--- src/rtl/tlb_pkg.sv ---
// Shared types for the Sv39 TLB: satp mode codes, entry layout, FSM states.
package tlb_pkg;

    localparam logic [3:0] SATP_MODE_BARE = 4'd0;
    localparam logic [3:0] SATP_MODE_SV39 = 4'd8;
    localparam int         TLB_ASID_W     = 16;

    typedef struct packed {
        logic                  valid;
        logic [TLB_ASID_W-1:0] asid;
        logic [26:0]           vpn;
        logic [43:0]           ppn;
    } tlb_entry_t;

    typedef enum logic [1:0] {
        IDLE,
        WALK,
        RESP
    } state_t;

endpackage

--- src/rtl/tlb_match.sv ---
// NENTRY-way tag comparator with lowest-index priority select.
module tlb_match
    import tlb_pkg::*;
#(
    parameter int NENTRY = 8,
    parameter int IW     = $clog2(NENTRY)
) (
    input  tlb_entry_t            i_ent [NENTRY],
    input  logic [26:0]           i_vpn,
    input  logic [TLB_ASID_W-1:0] i_asid,
    output logic                  o_hit,
    output logic [IW-1:0]         o_hit_idx
);

    logic w_unused;

    // Scan downwards so the lowest matching index is the last one written.
    always_comb begin
        o_hit     = 1'b0;
        o_hit_idx = '0;
        for (int i = NENTRY - 1; i >= 0; i--) begin
            if (i_ent[i].valid &&
                i_ent[i].vpn == i_vpn &&
                i_ent[i].asid == i_asid) begin
                o_hit     = 1'b1;
                o_hit_idx = IW'(i);
            end
        end
    end

    always_comb begin
        w_unused = 1'b0;
        for (int i = 0; i < NENTRY; i++) begin
            w_unused = w_unused ^ (^i_ent[i].ppn);
        end
    end

endmodule

--- src/rtl/tlb_sv39.sv ---
// Fully-associative ASID-tagged Sv39 TLB in front of the page-table walker.
// Define TLB_STATS_EN to add hit_cnt/miss_cnt outputs.
module tlb_sv39
    import tlb_pkg::*;
#(
    parameter int NENTRY = 8,
    parameter int ASID_W = 16
) (
    input  logic        clk,
    input  logic        reset,
    input  logic        req_valid,
    output logic        req_ready,
    input  logic [63:0] req_va,
    input  logic [63:0] satp,
    input  logic        flush,
    output logic        resp_valid,
    output logic [63:0] resp_pa,
    output logic        resp_fault,
    output logic        walk_req,
    output logic [63:0] walk_va,
    input  logic        walk_done,
    input  logic        walk_ok,
    input  logic [63:0] walk_pa
`ifdef TLB_STATS_EN
    ,
    output logic [31:0] hit_cnt,
    output logic [31:0] miss_cnt
`endif
);

    localparam int IW = $clog2(NENTRY);

    state_t            r_state;
    state_t            w_next;
    tlb_entry_t        r_tlb [NENTRY];
    logic [IW-1:0]     r_ptr;
    logic [63:0]       r_va;
    logic [ASID_W-1:0] r_asid;
    logic              r_flush_seen;
    logic              r_resp_valid;
    logic [63:0]       r_resp_pa;
    logic              r_resp_fault;

    logic [ASID_W-1:0] w_asid;
    logic [3:0]        w_mode;
    logic              w_accept;
    logic              w_canon;
    logic              w_hit;
    logic [IW-1:0]     w_hit_idx;
    logic              w_bare;
    logic              w_bad;
    logic              w_hit_ok;
    logic              w_miss_ok;
    logic              w_walk_end;
    logic              w_install;
    logic              w_unused;

    assign w_mode   = satp[63:60];
    assign w_asid   = satp[44 +: ASID_W];
    assign w_unused = ^satp[43:0];
    assign w_canon  = (req_va[63:38] == '0) || (req_va[63:38] == '1);

    assign req_ready = (r_state == IDLE) && !flush && !reset;
    assign w_accept  = req_valid && req_ready;

    assign w_bare    = w_mode == SATP_MODE_BARE;
    assign w_bad     = !w_bare && !(w_mode == SATP_MODE_SV39 && w_canon);
    assign w_hit_ok  = w_mode == SATP_MODE_SV39 && w_canon && w_hit;
    assign w_miss_ok = w_mode == SATP_MODE_SV39 && w_canon && !w_hit;

    assign w_walk_end = (r_state == WALK) && walk_done;
    // A flush anywhere in the walk window blocks installing its result.
    assign w_install  = w_walk_end && walk_ok && !r_flush_seen && !flush;

    assign walk_req   = r_state == WALK;
    assign walk_va    = r_va;
    assign resp_valid = r_resp_valid;
    assign resp_pa    = r_resp_pa;
    assign resp_fault = r_resp_fault;

    tlb_match #(
        .NENTRY (NENTRY)
    ) u_match (
        .i_ent     (r_tlb),
        .i_vpn     (req_va[38:12]),
        .i_asid    (TLB_ASID_W'(w_asid)),
        .o_hit     (w_hit),
        .o_hit_idx (w_hit_idx)
    );

    always_ff @(posedge clk) begin
        if (reset) r_state <= IDLE;
        else       r_state <= w_next;
    end

    always_comb begin
        w_next = r_state;
        case (r_state)
            IDLE:    if (w_accept && w_miss_ok) w_next = WALK;
            WALK:    if (walk_done) w_next = RESP;
            RESP:    w_next = IDLE;
            default: w_next = IDLE;
        endcase
    end

    always_ff @(posedge clk) begin
        if (reset) begin
            for (int i = 0; i < NENTRY; i++) r_tlb[i] <= '0;
            r_ptr        <= '0;
            r_va         <= '0;
            r_asid       <= '0;
            r_flush_seen <= 1'b0;
            r_resp_valid <= 1'b0;
            r_resp_pa    <= '0;
            r_resp_fault <= 1'b0;
        end else begin
            r_resp_valid <= 1'b0;
            if (w_accept) begin
                r_va   <= req_va;
                r_asid <= w_asid;
                unique case (1'b1)
                    w_bare: begin
                        r_resp_valid <= 1'b1;
                        r_resp_pa    <= req_va;
                        r_resp_fault <= 1'b0;
                    end
                    w_bad: begin
                        r_resp_valid <= 1'b1;
                        r_resp_pa    <= '0;
                        r_resp_fault <= 1'b1;
                    end
                    w_hit_ok: begin
                        r_resp_valid <= 1'b1;
                        r_resp_pa    <= {8'b0, r_tlb[w_hit_idx].ppn,
                                         req_va[11:0]};
                        r_resp_fault <= 1'b0;
                    end
                    w_miss_ok: ;
                    default: ;
                endcase
            end
            if (w_walk_end) begin
                r_resp_valid <= 1'b1;
                r_resp_pa    <= walk_ok ? walk_pa : '0;
                r_resp_fault <= !walk_ok;
            end
            if (r_state == WALK && !walk_done) begin
                if (flush) r_flush_seen <= 1'b1;
            end else begin
                r_flush_seen <= 1'b0;
            end
            if (w_install) begin
                r_tlb[r_ptr] <= '{valid: 1'b1,
                                  asid:  TLB_ASID_W'(r_asid),
                                  vpn:   r_va[38:12],
                                  ppn:   walk_pa[55:12]};
                r_ptr <= r_ptr + 1'b1;
            end
            if (flush) begin
                for (int i = 0; i < NENTRY; i++) r_tlb[i].valid <= 1'b0;
            end
        end
    end

`ifdef TLB_STATS_EN
    always_ff @(posedge clk) begin
        if (reset) begin
            hit_cnt  <= '0;
            miss_cnt <= '0;
        end else if (w_accept) begin
            if (w_hit_ok)  hit_cnt  <= hit_cnt + 32'd1;
            if (w_miss_ok) miss_cnt <= miss_cnt + 32'd1;
        end
    end
`endif

endmodule

--- config.mk ---
export PLATFORM = sky130hd
export DESIGN_NAME = tlb_sv39
export DESIGN_NICKNAME = d
export VERILOG_FILES = /design/src/rtl/tlb_pkg.sv /design/src/rtl/tlb_match.sv /design/src/rtl/tlb_sv39.sv
export SDC_FILE = /design/constraint.sdc
export NUM_CORES = 2
export LEC_CHECK = 0
export CORE_AREA = 2 2 344 261
export DETAILED_ROUTE_END_ITERATION = 7
export DIE_AREA = 0 0 346 263
export GPL_TIMING_DRIVEN = 0
export PLACE_DENSITY = 0.67
export SYNTH_ARGS = -nofsm -noshare
export SYNTH_HDL_FRONTEND = slang
export SYNTH_SLANG_ARGS = --single-unit
--- constraint.sdc ---
create_clock -name clk -period 3.15 [get_ports clk]
set_clock_uncertainty 0.1 [all_clocks]
set_input_delay 0.63 -clock clk [delete_from_list [all_inputs] [get_ports clk]]
set_output_delay 0.63 -clock clk [all_outputs]
set_load 0.03 [all_outputs]
Yosys cells after proc, flatten, opt, wreduce, memory -nomap -nowiden
Index checks and enable logic that the tools add are counted.
{"block": "classes", "bitwise_logic": 3, "n_shift": 0, "addsub": 1, "div": 0, "order_cmp": 3, "eq_ne": 21, "mul": 0, "reduce_logical": 52, "muxes": 35}
{"cell": "$bwmux W704", "n": 1}
{"cell": "$bmux W88 S3", "n": 1}
{"cell": "$demux W88 S3", "n": 1}
{"cell": "$eq A27 B27 Y1", "n": 8}
{"cell": "$mux W64", "n": 3}
{"cell": "$pmux W64 S3", "n": 1}
{"cell": "$eq A16 B16 Y1", "n": 8}
{"cell": "$mux W44", "n": 2}
{"cell": "$mux W88", "n": 1}
{"cell": "$logic_and A1 B1 Y1", "n": 30}
{"cell": "$eq A26 B26 Y1 const B", "n": 1}
{"cell": "$logic_not A26 Y1", "n": 1}
{"cell": "$mux W3", "n": 8}
{"cell": "$mux W1", "n": 13}
{"cell": "$ge A4 B4 Y1 const B", "n": 2}
{"cell": "$logic_not A1 Y1", "n": 8}
{"cell": "$not A3 Y4", "n": 2}
{"cell": "$reduce_and A2 Y1", "n": 3}
{"cell": "$reduce_or A2 Y1", "n": 3}
{"cell": "$eq A4 B4 Y1 const B", "n": 1}
{"cell": "$logic_not A4 Y1", "n": 1}
{"cell": "$lt A4 B1 Y1 const B", "n": 1}
{"cell": "$mux W2", "n": 2}
{"cell": "$ne A2 B1 Y1 const B", "n": 2}
{"cell": "11 further kinds", "n": 11}
{"block": "totals", "mem_bits_rw": 0, "memories": 0, "romBits": 0, "in_bits": 198, "out_inout_bits": 132, "word_cells": 155, "regBits": 856, "latchBits": 0}

Logic depth before layout (Yosys ltp)
{"block": "depth", "depth_word": 18, "mapped_depth": 15, "depth_no_buf": 10}

Modules after synthesis
Synthesis repeated with hierarchy kept, for this count alone.
{"block": "hier_totals", "hier_cells": 4907, "area_unflattened_um2": 38883.5}
{"module": "tlb_sv39", "n_inst": 1, "seq_area_each_um2": 17136.4, "cells_per_inst": 4358, "area_per_inst_um2": 34705.8}
{"module": "tlb_match", "n_inst": 1, "seq_area_each_um2": 0.0, "cells_per_inst": 549, "area_per_inst_um2": 4177.8}

Worst setup path before layout
OpenSTA, ideal clock, no wires.
{"block": "synth_path", "path_kind": "input port to flip-flop", "from": "input port reset", "to": "register r_resp_pa[39], in the netlist resp_pa[39]", "cell_stages": 11, "setup_slack_ps": -284, "arrival_ps": 3207, "path_buffers": 5, "setup_ps": 127, "required_time_ps": 2923, "cell_sequence": "clkbuf_1 -> nor4_1 -> and2_1 -> clkbuf_1 -> and2_4 -> buf_6 -> nor2_8 -> buf_6 -> buf_8 -> a221oi_1 -> a21oi_2"}
{"block": "synth_between", "elab_chain_cells": 5}
{"item": "from (decl)", "line": "tlb_sv39.sv:10", "rtl": "input logic reset,"}
{"item": "$logic_not A1 Y1", "line": "tlb_sv39.sv:63", "rtl": "assign req_ready = (r_state == IDLE) && !flush && !reset;"}
{"item": "$logic_and A1 B1 Y1", "line": "tlb_sv39.sv:63"}
{"item": "net req_ready", "line": "tlb_sv39.sv:12", "rtl": "output logic req_ready,"}
{"item": "$logic_and A1 B1 Y1", "line": "tlb_sv39.sv:64", "rtl": "assign w_accept = req_valid && req_ready;"}
{"item": "$reduce_bool A2 Y1 (no source line)"}
{"item": "$reduce_and A2 Y1 (no source line)"}
{"item": "to (signal assigned)", "line": "tlb_sv39.sv:124", "rtl": "r_resp_pa <= req_va;"}
{"item": "to (signal assigned)", "line": "tlb_sv39.sv:134", "rtl": "r_resp_pa <= {8'b0, r_tlb[w_hit_idx].ppn,"}
{"item": "to (signal assigned)", "line": "tlb_sv39.sv:144", "rtl": "r_resp_pa <= walk_ok ? walk_pa : '0;"}
{"item": "to (decl)", "line": "tlb_sv39.sv:41", "rtl": "logic [63:0] r_resp_pa;"}
The timed path passes the listed nets, and every way through them passes these cells.
A chain may end at the register's enable or synchronous reset.

Final worst setup path
{"block": "layout_path", "from": "register r_state[1]", "to": "register r_resp_pa[24], in the netlist resp_pa[24]"}
{"block": "layout_between", "elab_chain_cells": 6, "word_cells_on_any_way": 10, "cone_classes": "eq/ne: 1; mux: 1; reduce/logical: 8"}
{"item": "from (decl)", "line": "tlb_sv39.sv:33", "rtl": "state_t r_state;"}
{"item": "from (signal assigned)", "line": "tlb_sv39.sv:93", "rtl": "else r_state <= w_next;"}
{"item": "$logic_not A2 Y1", "line": "tlb_sv39.sv:63"}
{"item": "$logic_and A1 B1 Y1 (2 in a row)", "line": "tlb_sv39.sv:63"}
{"item": "$logic_and A1 B1 Y1", "line": "tlb_sv39.sv:64"}
{"item": "$reduce_bool A2 Y1 (no source line)"}
{"item": "$reduce_and A2 Y1 (no source line)"}
Parallel ways exist; a longest one is shown, timed or not.

==> impl_metrics.py <==
metrics = {
    "power_and_ir_drop": {
        "p_total_uw": 24300,
        "power_leakage_uw": 0.0171,
        "sw_frac_of_total": 0.265,
        "clkPwrFrac": 0.453,
        "p_int_uw": 17900,
        "powerDensity_mw_per_mm2": 485,
        "p_seq_frac": 0.451,
        "pwr-share-comb": 0.096,
        "max-vdd-ir-drop_mv": 0.415,
        "p_sw_uw": 6440,
    },
    "sta": {
        "drv_slew": 0,
        "worstMarginPinSlew_ps": 1460,
        "rsz0062_at_grt": "yes",
        "fin_tns_setup_ps": -1270,
        "worst_slack_ps": -83.3,
        "hold_viol": 0,
        "finalCritPeriodShare": 1.03,
        "fmax_mhz": 309,
        "fin_crit_ps": 3230,
        "setup_viol_count_final": 28,
        "max-slew-margin-rel": 0.0255,
    },
    "synthesis": {
        "syn_avg_cell_area_sq_um": 7.85,
        "synthXorXnorAreaFrac": 0.0744,
        "ys_types": 59,
        "synth_fp_nets": 5176,
        "synthFlopType": "dfxtp_1",
        "yosys-top-cells-area": "dfxtp_1, nand2_1, a21oi_1, xnor2_1, mux2i_1",
        "yosys.area.top_type": "dfxtp_1",
        "synth_top_family_by_area": "simple AND/OR/NAND/NOR gates",
        "synthSimpleGateAreaFrac": 0.220,
        "yosys_warnings": 0,
        "yosysSeqAreaShare": 0.439,
        "async_flop_share": 0,
        "ys_seq_elements": 856,
        "synthesis.area_sq_mm": 0.0391,
        "synthAdderAreaFrac": 0.000320,
        "synth_compound_area_frac": 0.165,
        "synth_mux_area_frac": 0.0451,
        "synth_edf_count": 0,
        "syn_inst": 4977,
        "yosysTopAreaCellShare": 0.439,
    },
    "grt": {
        "grt_max_degree": 20,
        "grt.overflow.total": 0,
        "top_usage_layer": "met2",
        "antenna_found_initial": 7,
        "grt_pass1_vias": 36131,
        "grt_pass1_wl_um": 251000,
        "met3_usage": 0.107,
        "grtUsageTotal": 0.373,
        "grt.met2_usage": 0.526,
        "use_met1": 0.516,
    },
    "place": {
        "io_buffers": 215,
        "gp_congestion": 1.02,
        "dpl.hpwl_um": 123000,
        "dp_cells": 6348,
    },
    "worst_hold_path": {
        "hold_class": "in2reg",
    },
    "setup_path": {
        "cp_data_arrival_time_ps": 3740,
        "crit_fanout": 10,
        "worstSetupPathType": "reg2reg",
        "critPathBufInv": 2,
        "required_ps": 3650,
        "critPathMaxStageDelay_ps": 850,
        "worstSetupEndpointType": "flop",
        "slowest_stage": "nor2_2",
        "crit_path_start_kind": "flop",
        "path_cells": "nand2b_1, inv_1, and2_2, nand2_1, nor2_2, clkbuf_1, a221oi_2, a21oi_2",
        "crit_family": "simple AND/OR/NAND/NOR gates",
    },
    "detailed_routing": {
        "drtIter0Drc": 5706,
        "vias_per_cell": 6.11,
        "avgRoutedWirePerCell_um": 27.3,
        "vias": 40311,
        "drc": 0,
        "wirelength_um": 180000,
        "dr.pass1.iters": 6,
        "drtAntennaViolNets": 0,
    },
    "run_status": {
        "violations": "negative setup slack",
        "status": "finished, violations left",
    },
    "cells_and_area": {
        "final_cells": 6594,
        "area_growth_syn_to_layout_pct": 28.3,
        "layout.nets": 5573,
        "drive_gt1_frac": 0.148,
        "utilization": 0.574,
        "fillCellCount": 7879,
        "multiInputGateArea_sq_mm": 0.0223,
        "seq_area_sq_mm": 0.0171,
    },
    "clock_tree": {
        "clock-sinks": 856,
        "cts_tree": "built",
        "cts_made_buffers": 87,
        "cts.path.max_buffers": 3,
        "clkTransAtPathRegs_ps": 60,
        "htree_levels": 3,
        "worstSkewPairLatency_ps": 690,
        "root_buffer": "clkbuf_16",
    },
    "run": {
        "drv_cap": 0,
    },
    "die": {
        "initial_core_util": 0.448,
        "dieArea_sq_mm": 0.0910,
        "fp.dieW_um": 346,
        "dieHeight_um": 263,
        "core_sq_mm": 0.0873,
        "ios": 330,
        "core.rowCount": 94,
    },
}
[power groups by stage]
stage	Clock [uW]	Combinational (uW)	Sequential, uW
6_report	11000	2340	11000
3_3_place_gp	0	2010	11200
2_1_floorplan	0	871	11400
3_5_place_dp	0	2010	11200
5_1_grt	11400	2360	11000
4_1_cts	10900	2170	11000
[Yosys cell counts (3+ instances only)]
library cell / instances
and3_1: 5
dfxtp_1: 856
clkbuf_1: 337
buf_4: 35
buf_6: 14
nand4_1: 179
a32oi_1: 44
or3_1: 5
xnor2_1: 330
nor4_1: 47
a2bb2oi_1: 8
nand2_1: 1622
nand3_1: 60
o2111ai_1: 7
mux2i_1: 176
a21boi_0: 9
buf_1: 8
buf_2: 79
nor3_1: 32
a221oi_2: 52
nand2b_1: 37
o21a_1: 8
or2_2: 3
inv_1: 14
nor3_2: 4
a21oi_1: 854
nor2b_1: 3
a21oi_2: 18
a221oi_1: 48
nor2_1: 44
[logic make-up after synthesis]
group	after synthesis
simple gates	2053
flops	856
compound gates	1069
xor+xnor	332
mux	176
fa+ha+maj	1
buf+inv	490
[registers in the layout (all words and copies together) (netlist names)]
signal,count
r_state,2
resp_fault,1
resp_pa,64
r_tlb,704
resp_valid,1
walk_va,64
r_asid,16
r_flush_seen,1
r_ptr,3
[cells in the final DEF (no fill, tap or decap), types with 16 or more instances in the layout]
cell type        synthesis  final
mux2i_1                176    140
buf_4                   35     94
buf_12                   0     50
xnor2_4                  0     18
xnor2_2                  0     67
nor4_4                   0     16
nand3_1                 60     29
dfxtp_1                856    848
nand4_1                179    179
clkbuf_16                0    100
xnor2_1                330    245
clkbuf_2                 1     21
nand3_2                  0     29
nand2_1               1622   1621
nor3_1                  32     24
clkbuf_1               337    322
nor2_1                  44     34
a21oi_2                 18     34
buf_6                   14     27
nor4_2                   0     16
a21oi_1                854    837
a221oi_1                48     31
a32oi_4                  0     17
mux2i_2                  0     24
a221oi_2                52     66
nand2b_1                37     36
buf_8                    2     16
clkdlybuf4s50_1          0    177
buf_2                   79     51
a32oi_2                  0     24
[final cells by class]
type / count / share of cell area
well taps: 1152 / 0.0288
clock inverters: 30 / 0.00869
flip-flops and latches: 856 / 0.342
multi-input cells: 3631 / 0.445
repair buffers: 321 / 0.0676
plain buffers: 463 / 0.0574
diodes: 3 / 0.000150
clock buffers: 124 / 0.0495
inverters: 14 / 0.00105
[metal layers]
metal / vias to the layer above / part of all wire
li1: 17636 / -
met1: 19390 / 0.40
met2: 2717 / 0.40
met3: 566 / 0.14
met4: 2 / 0.059
met5: - / 0.000083
[worst min-delay path: cells and delay by family]
| kind | cells | cell delay (ps) |
|---|---|---|
| buf+inv | 1 | 170 |
| simple gates | 1 | 80 |
| compound gates | 1 | 50 |
[what timing repair did]
item | CTS | global route
buffers inserted | 45 | 41
resized for setup | 454 | 311
endpoints found under the hold margin | 0 | 0
setup endpoints to repair | 701 | 382
gates cloned | 5 | 11
pin swaps | 60 | 145
hold buffers | 0 | 0
[metrics by stage]
stage / area (sq um) / hold WS, ps / worst slack, ps
floorplan: 39100 / 336 / 15.7
global placement: 42700 / 340 / -2810
detailed placement: 42700 / 346 / -2820
CTS: 48000 / 168 / -23.1
global route: 50100 / 199 / -108
finish: 50100 / 191 / -83.3
[final timing paths]
kind	from	end	slack (ps)	depth (start not counted)
setup / recovery	r_state[1]	resp_pa[24]	-80	8
hold / removal	walk_pa[43]	r_tlb[383]	190	3
hold reg to reg	r_tlb[11]	r_tlb[11]	350	2
setup reg to reg	r_state[1]	resp_pa[24]	-80	8
Power figures use the tool's default switching activity.
